File: config.mk
export PLATFORM = sky130hd
export DESIGN_NAME = fetch_decode_pipe_flat
export DESIGN_NICKNAME = d
export VERILOG_FILES = /design/src/rtl/fetch_decode_pipe_if.sv /design/src/rtl/fetch_decode_pipe.sv /design/src/flat_wrapper.sv
export SDC_FILE = /design/constraint.sdc
export NUM_CORES = 1
export LEC_CHECK = 0
export CAP_MARGIN = 25
export CORE_AREA = 2 2 129 131
export DETAILED_ROUTE_END_ITERATION = 16
export DIE_AREA = 0 0 131 133
export PLACE_DENSITY = 0.77
export SKIP_CTS_REPAIR_TIMING = 1
export SYNTH_ARGS = -nofsm -noshare
export SYNTH_HDL_FRONTEND = slang
export SYNTH_SLANG_ARGS = --single-unit
File: constraint.sdc
create_clock -name clk -period 2.9 [get_ports clk]
set_clock_uncertainty 0.15 [all_clocks]
set_input_delay 0.58 -clock clk [delete_from_list [all_inputs] [get_ports clk]]
set_output_delay 0.58 -clock clk [all_outputs]
set_load 0.03 [all_outputs]
File: src/rtl/fetch_decode_pipe_if.sv
// Fetch/decode bundle: hazard and decode-resolved controls, imem port, IF/ID outputs.
// Latency: pure wiring, no state.
// Backpressure: stall_f/stall_d carry the hazard unit's hold requests into fetch.
interface fetch_decode_pipe_if;
  logic        stall_f;
  logic        stall_d;
  logic        pc_src_d;
  logic [31:0] branch_target_d;
  logic [1:0]  sig_jump_d;
  logic [31:0] jump_target_d;
  logic [31:0] jr_target_d;
  logic [31:0] imem_addr;
  logic [31:0] imem_rdata;
  logic [31:0] pc_f;
  logic [31:0] instr_d;
  logic [31:0] pc_plus4_d;
  logic        valid_d;
  logic        redirect_d;
  logic [31:0] stall_cnt;
  logic [31:0] flush_cnt;

  // Fetch stage side
  modport slave (
    input  stall_f, stall_d, pc_src_d, branch_target_d, sig_jump_d,
           jump_target_d, jr_target_d, imem_rdata,
    output imem_addr, pc_f, instr_d, pc_plus4_d, valid_d, redirect_d,
           stall_cnt, flush_cnt
  );

  // Hazard unit / decode / instruction memory side
  modport master (
    output stall_f, stall_d, pc_src_d, branch_target_d, sig_jump_d,
           jump_target_d, jr_target_d, imem_rdata,
    input  imem_addr, pc_f, instr_d, pc_plus4_d, valid_d, redirect_d,
           stall_cnt, flush_cnt
  );
endinterface

File: src/rtl/fetch_decode_pipe.sv
// Fetch stage + IF/ID register of the 5-stage MIPS core; optional stats counters under FETCH_STATS_EN.
// Latency: word read at pc_f in cycle n appears on instr_d in cycle n+1; redirect_d is combinational.
// Backpressure: stall_f/stall_d hold PC and IF/ID; a decode redirect overrides stall_f but is blocked by stall_d.
module fetch_decode_pipe #(
  parameter logic [31:0] RESET_PC  = 32'h0040_0000,
  parameter logic [31:0] NOP_INSTR = 32'h0000_0000
) (
  input  logic                 clk,
  input  logic                 rst_n,
  fetch_decode_pipe_if.slave   bus
);

  logic [31:0] r_pc;
  logic [31:0] r_instr;
  logic [31:0] r_pc_plus4;
  logic        r_valid;

  logic        w_redirect;
  logic [31:0] w_target_raw;
  logic [31:0] w_target;
  logic [31:0] w_pc_plus4;
  logic        w_hold_pc;

  // Redirect decision and target select; decode operands are stale while stall_d is up
  always_comb begin
    w_redirect = (bus.pc_src_d | (bus.sig_jump_d == 2'b01) | (bus.sig_jump_d == 2'b10))
                 & ~bus.stall_d;
    case (bus.sig_jump_d)
      2'b10:   w_target_raw = bus.jr_target_d;
      2'b01:   w_target_raw = bus.jump_target_d;
      default: w_target_raw = bus.branch_target_d;
    endcase
    w_target   = {w_target_raw[31:2], 2'b00};
    // Natural 32-bit wrap takes 0xFFFF_FFFC to 0
    w_pc_plus4 = r_pc + 32'd4;
    // stall_d alone also holds the PC so the word behind a held IF/ID is not skipped
    w_hold_pc  = bus.stall_f | bus.stall_d;
  end

  // Program counter: redirect wins over any hold
  always_ff @(posedge clk or negedge rst_n) begin
    if (!rst_n) begin
      r_pc <= RESET_PC;
    end else if (w_redirect) begin
      r_pc <= w_target;
    end else if (!w_hold_pc) begin
      r_pc <= w_pc_plus4;
    end
  end

  // IF/ID register: squash on redirect (no delay slot), hold on stall_d, else capture fetch
  always_ff @(posedge clk or negedge rst_n) begin
    if (!rst_n) begin
      r_instr    <= NOP_INSTR;
      r_pc_plus4 <= 32'd0;
      r_valid    <= 1'b0;
    end else if (w_redirect) begin
      r_instr    <= NOP_INSTR;
      r_pc_plus4 <= 32'd0;
      r_valid    <= 1'b0;
    end else if (!bus.stall_d) begin
      r_instr    <= bus.imem_rdata;
      r_pc_plus4 <= w_pc_plus4;
      r_valid    <= 1'b1;
    end
  end

`ifdef FETCH_STATS_EN
  logic [31:0] r_stall_cnt;
  logic [31:0] r_flush_cnt;

  // Saturating stall/redirect counters
  always_ff @(posedge clk or negedge rst_n) begin
    if (!rst_n) begin
      r_stall_cnt <= 32'd0;
      r_flush_cnt <= 32'd0;
    end else begin
      if (w_hold_pc && !w_redirect && (r_stall_cnt != 32'hFFFF_FFFF)) begin
        r_stall_cnt <= r_stall_cnt + 32'd1;
      end
      if (w_redirect && (r_flush_cnt != 32'hFFFF_FFFF)) begin
        r_flush_cnt <= r_flush_cnt + 32'd1;
      end
    end
  end

  assign bus.stall_cnt = r_stall_cnt;
  assign bus.flush_cnt = r_flush_cnt;
`else
  assign bus.stall_cnt = 32'd0;
  assign bus.flush_cnt = 32'd0;
`endif

  assign bus.imem_addr  = r_pc;
  assign bus.pc_f       = r_pc;
  assign bus.instr_d    = r_instr;
  assign bus.pc_plus4_d = r_pc_plus4;
  assign bus.valid_d    = r_valid;
  assign bus.redirect_d = w_redirect;

endmodule

File: src/flat_wrapper.sv
// flat-port wrapper written by rule: the top's interface ports become plain ports
module fetch_decode_pipe_flat 
#(
  parameter logic [31:0] RESET_PC  = 32'h0040_0000,
  parameter logic [31:0] NOP_INSTR = 32'h0000_0000
)
  (clk, rst_n, bus_stall_f, bus_stall_d, bus_pc_src_d, bus_branch_target_d, bus_sig_jump_d, bus_jump_target_d, bus_jr_target_d, bus_imem_rdata, bus_imem_addr, bus_pc_f, bus_instr_d, bus_pc_plus4_d, bus_valid_d, bus_redirect_d, bus_stall_cnt, bus_flush_cnt);
  fetch_decode_pipe_if bus_i ();
  input  logic clk;
  input  logic rst_n;
  input wire logic [$bits(bus_i.stall_f)-1:0] bus_stall_f;
  input wire logic [$bits(bus_i.stall_d)-1:0] bus_stall_d;
  input wire logic [$bits(bus_i.pc_src_d)-1:0] bus_pc_src_d;
  input wire logic [$bits(bus_i.branch_target_d)-1:0] bus_branch_target_d;
  input wire logic [$bits(bus_i.sig_jump_d)-1:0] bus_sig_jump_d;
  input wire logic [$bits(bus_i.jump_target_d)-1:0] bus_jump_target_d;
  input wire logic [$bits(bus_i.jr_target_d)-1:0] bus_jr_target_d;
  input wire logic [$bits(bus_i.imem_rdata)-1:0] bus_imem_rdata;
  output wire logic [$bits(bus_i.imem_addr)-1:0] bus_imem_addr;
  output wire logic [$bits(bus_i.pc_f)-1:0] bus_pc_f;
  output wire logic [$bits(bus_i.instr_d)-1:0] bus_instr_d;
  output wire logic [$bits(bus_i.pc_plus4_d)-1:0] bus_pc_plus4_d;
  output wire logic [$bits(bus_i.valid_d)-1:0] bus_valid_d;
  output wire logic [$bits(bus_i.redirect_d)-1:0] bus_redirect_d;
  output wire logic [$bits(bus_i.stall_cnt)-1:0] bus_stall_cnt;
  output wire logic [$bits(bus_i.flush_cnt)-1:0] bus_flush_cnt;
  assign bus_i.stall_f = bus_stall_f;
  assign bus_i.stall_d = bus_stall_d;
  assign bus_i.pc_src_d = bus_pc_src_d;
  assign bus_i.branch_target_d = bus_branch_target_d;
  assign bus_i.sig_jump_d = bus_sig_jump_d;
  assign bus_i.jump_target_d = bus_jump_target_d;
  assign bus_i.jr_target_d = bus_jr_target_d;
  assign bus_i.imem_rdata = bus_imem_rdata;
  assign bus_imem_addr = bus_i.imem_addr;
  assign bus_pc_f = bus_i.pc_f;
  assign bus_instr_d = bus_i.instr_d;
  assign bus_pc_plus4_d = bus_i.pc_plus4_d;
  assign bus_valid_d = bus_i.valid_d;
  assign bus_redirect_d = bus_i.redirect_d;
  assign bus_stall_cnt = bus_i.stall_cnt;
  assign bus_flush_cnt = bus_i.flush_cnt;
  fetch_decode_pipe #(.RESET_PC(RESET_PC), .NOP_INSTR(NOP_INSTR)) u_core (.clk(clk), .rst_n(rst_n), .bus(bus_i));
endmodule
==> results <==
-- critical path, delay by kind of cell --
family / cells / cell delay, ns
fa+ha+maj: 1 / 0.18
buf+inv: 4 / 0.83
simple gates: 2 / 0.39
-- logic make-up after synthesis --
| logic type | count (synthesis) | synth area share |
|---|---|---|
| AOI/OAI and AO/OA | 191 | 0.231 |
| other | 1 | 0.000647 |
| DFF | 94 | 0.406 |
| xor gates and xnor gates | 29 | 0.0438 |
| adders and majority gates | 3 | 0.00648 |
| and+or+nand+nor | 166 | 0.140 |
| buffers and inverters | 155 | 0.172 |
-- worst paths after layout --
| path | startpoint | endpoint | slack, ns | cells past startpoint |
|---|---|---|---|---|
| hold / removal | rst_n | u_core.bus.instr_d[28] | 0.13 | 1 |
| setup / recovery | bus_sig_jump_d[0] | bus_redirect_d | 0.18 | 7 |
| setup reg to reg | u_core.bus.imem_addr[3] | u_core.bus.imem_addr[24] | 0.55 | 6 |
| hold reg to reg | u_core.bus.pc_plus4_d[20] | u_core.bus.pc_plus4_d[20] | 0.33 | 2 |
| max in group asynchronous | rst_n | u_core.bus.pc_plus4_d[15] | 1.74 | 2 |
| min in group clk | u_core.bus.pc_plus4_d[20] | u_core.bus.pc_plus4_d[20] | 0.33 | 2 |
-- layout make-up --
cell class,count,area [um^2],share of cell area
diodes,1,2.50,0.000297
multi-input cells,457,2710,0.322
flip-flops and latches,94,2350,0.280
clock buffers,11,243,0.0289
repair buffers,277,2740,0.326
well taps,220,275,0.0327
inverters,8,30.0,0.00357
clock inverters,5,56.3,0.00669
-- sequential cells by signal, summed over array words and instances (netlist names) --
name / count
u_core.bus.instr_d: 32
u_core.bus.pc_plus4_d: 31
u_core.bus.imem_addr: 30
u_core.bus.valid_d: 1
-- report_power, final --
group | internal [W] | switching (W) | total [W]
logic | 0.000910 | 0.00125 | 0.00216
registers | 0.00149 | 0.000291 | 0.00178
clock network | 0.000692 | 0.000490 | 0.00118
total | 0.00309 | 0.00204 | 0.00513
-- routing by layer --
layer	track usage	routed length [um]
met1	0.272	7770
met2	0.329	8620
met3	0.0441	1700
met4	0.0526	256
met5	0	0
-- per-stage QoR --
stage | util | instance area [um^2] | cells
after floorplan | - | 6050 | 706
after global placement | 0.501 | 8110 | 1056
after detailed placement | 0.501 | 8110 | 1056
after CTS | 0.520 | 8400 | 1072
after global routing | 0.520 | 8410 | 1072
final | 0.520 | 8410 | 1073
-- layout by cell type (no fill, tap or decap), types with 2 or more instances in the layout --
cell and instances:
clkdlybuf4s50_1 251, dfrtp_1 93, conb_1 68, nand2_1 59, o21ai_0 42, nor2_1 41, a22oi_1 39, a22o_1 33
a21oi_1 22, buf_4 22, nand3_1 19, xnor2_1 17, xor2_1 12, nand4_1 11, a211oi_1 10, clkbuf_16 9
inv_1 8, o311ai_0 8, o22a_1 8, a31oi_1 7, and2_1 5, and3_1 5, nor3_1 4, and4_1 4
o21ai_1 4, o32a_1 3, buf_12 3, nor3_2 2, nor4_1 2, nand3b_1 2, or3_1 2, a221o_1 2
o22ai_1 2, a2bb2oi_1 2, ha_1 2, clkinv_2 2
==> impl_results.rst <==
.. list-table::
   :header-rows: 1

   * - Metric
     - Value
   * - Outcome
     - finished clean
   * - First-pass GRT wire length
     - 27300 um
   * - Detailed-route wire length
     - about 18000 um
   * - Number of fill cells in the layout
     - about 1500
   * - Crit Path Max Fanout
     - 3
   * - Initial cell density of the core
     - 0.358
   * - Overall Power
     - ~0.005 W
   * - Synthesis-stage register bit count
     - 94
   * - Post-synthesis average cell area
     - between 9 and 10 um^2
   * - Minimum clock period after layout
     - 2.72 ns
   * - Setup TNS Final
     - 0 ns
   * - Share of the clock period used by the worst path
     - 0.937
   * - Final count of pins violating max slew
     - 0
   * - Commonest cells in the netlist
     - 100 x buf_4, 93 x dfrtp_1, 59 x nand2_1
   * - Clock transition at path regs
     - ~0.07 ns
   * - Antenna violations before repair
     - 1
   * - Portion of synthesized cell area occupied by the leading cell type
     - 0.402
   * - Remaining antenna violation count
     - 0
   * - Most numerous cell on the critical path
     - inv_1
   * - Core box area
     - between 15000 and 20000 um^2
   * - RSZ-0062 raised after global routing
     - false
   * - Peak VDD IR
     - 0.358 mV
   * - Cell accounting for the most synthesized area
     - dfrtp_1
   * - Crit end category
     - primary output
   * - Port Buf Inserts
     - 254
   * - Sum of net half-perimeters after detailed placement
     - 14500 um
   * - Distinct cell type count after synthesis
     - 56
   * - Cell at the root of the clock tree
     - clkbuf_16
   * - NumNets Final
     - 985
   * - Overall routing resource usage
     - 0.202
   * - # IOs
     - around 330
   * - Part of the Yosys area used for sequential elements
     - 0.406
   * - Leak
     - 3.47 nW
   * - CTS tree
     - built
   * - H-tree levels
     - 3
   * - Total number of yosys warnings
     - 0
   * - Clock sink total
     - 94
   * - DRC violations left
     - 0
   * - Largest net degree at the start of global routing
     - 55
   * - Crit path largest cell delay
     - roughly 0.51 ns
   * - WP data required
     - 2.17 ns
   * - Pre-CTS setup slack
     - 0.0242 ns
   * - Max capacitance violation total
     - 0
   * - Worst Setup Start Kind
     - input port
   * - Final hold violation count
     - 0
   * - Post-Synthesis Cells
     - 639
   * - Router iterations before antenna repair
     - 5
   * - Via Count
     - between 5000 and 6000
   * - Clock latency on the worst-skew pair
     - 0.34 ns
   * - Worst slew slack as a fraction of its limit
     - 0.556
   * - Full die area
     - 17400 um^2
   * - Worst Max-Slew Pin Slew
     - 0.665 ns
   * - Residual overflow from global routing
     - 0
   * - Fraction of final layout cells sized beyond drive strength 1
     - 0.0657
   * - Clk buf depth
     - 2
   * - Crit path DAT
     - 1.99 ns
   * - Via count of the first global-routing pass
     - 5001
   * - Primary FF master, synth
     - dfrtp_1
   * - Final weighted congestion in routability-driven placement
     - between 0.9 and 1
   * - Most frequent cell after synthesis
     - buf_4
   * - Number of vias per cell
     - about 5
   * - List of cells traversed by the critical path
     - clkdlybuf4s50_1, inv_1, ha_2, nor3_2, or2_2, inv_1, buf_4
   * - Post-Syn Area
     - 5790 um^2
   * - Final Setup Violations
     - 0
   * - Critical path class
     - input port to primary output
   * - Maximum achievable frequency
     - roughly 0.37 GHz
   * - Number of buffers created by CTS
     - 9
   * - Die boundary height
     - 133 um
   * - Minimum hold slack
     - between 0.1 and 0.15 ns
   * - Slowest stage cell on the critical path
     - clkdlybuf4s50_1
   * - Power density over the cells
     - 610 nW/um^2
   * - Std-Cell Rows
     - 47
   * - Min setup slack post-route
     - 0.184 ns
   * - Path category of the worst min-delay check
     - input port to async pin
   * - Initial DRC count
     - ~420
   * - Average routed wire per standard cell
     - 17.1 um
   * - Count of flip-flops with a built-in enable after synthesis
     - 0
   * - Die extent in x
     - 131 um
   * - Synth-to-layout area growth
     - 45.2%
   * - Biggest area contributors in the synthesized netlist
     - dfrtp_1 40%, buf_4 13%, a22oi_1 5.1%
   * - Fraction of registers with async set/reset
     - 1.00
No activity file was read; power rests on OpenSTA's default activity.
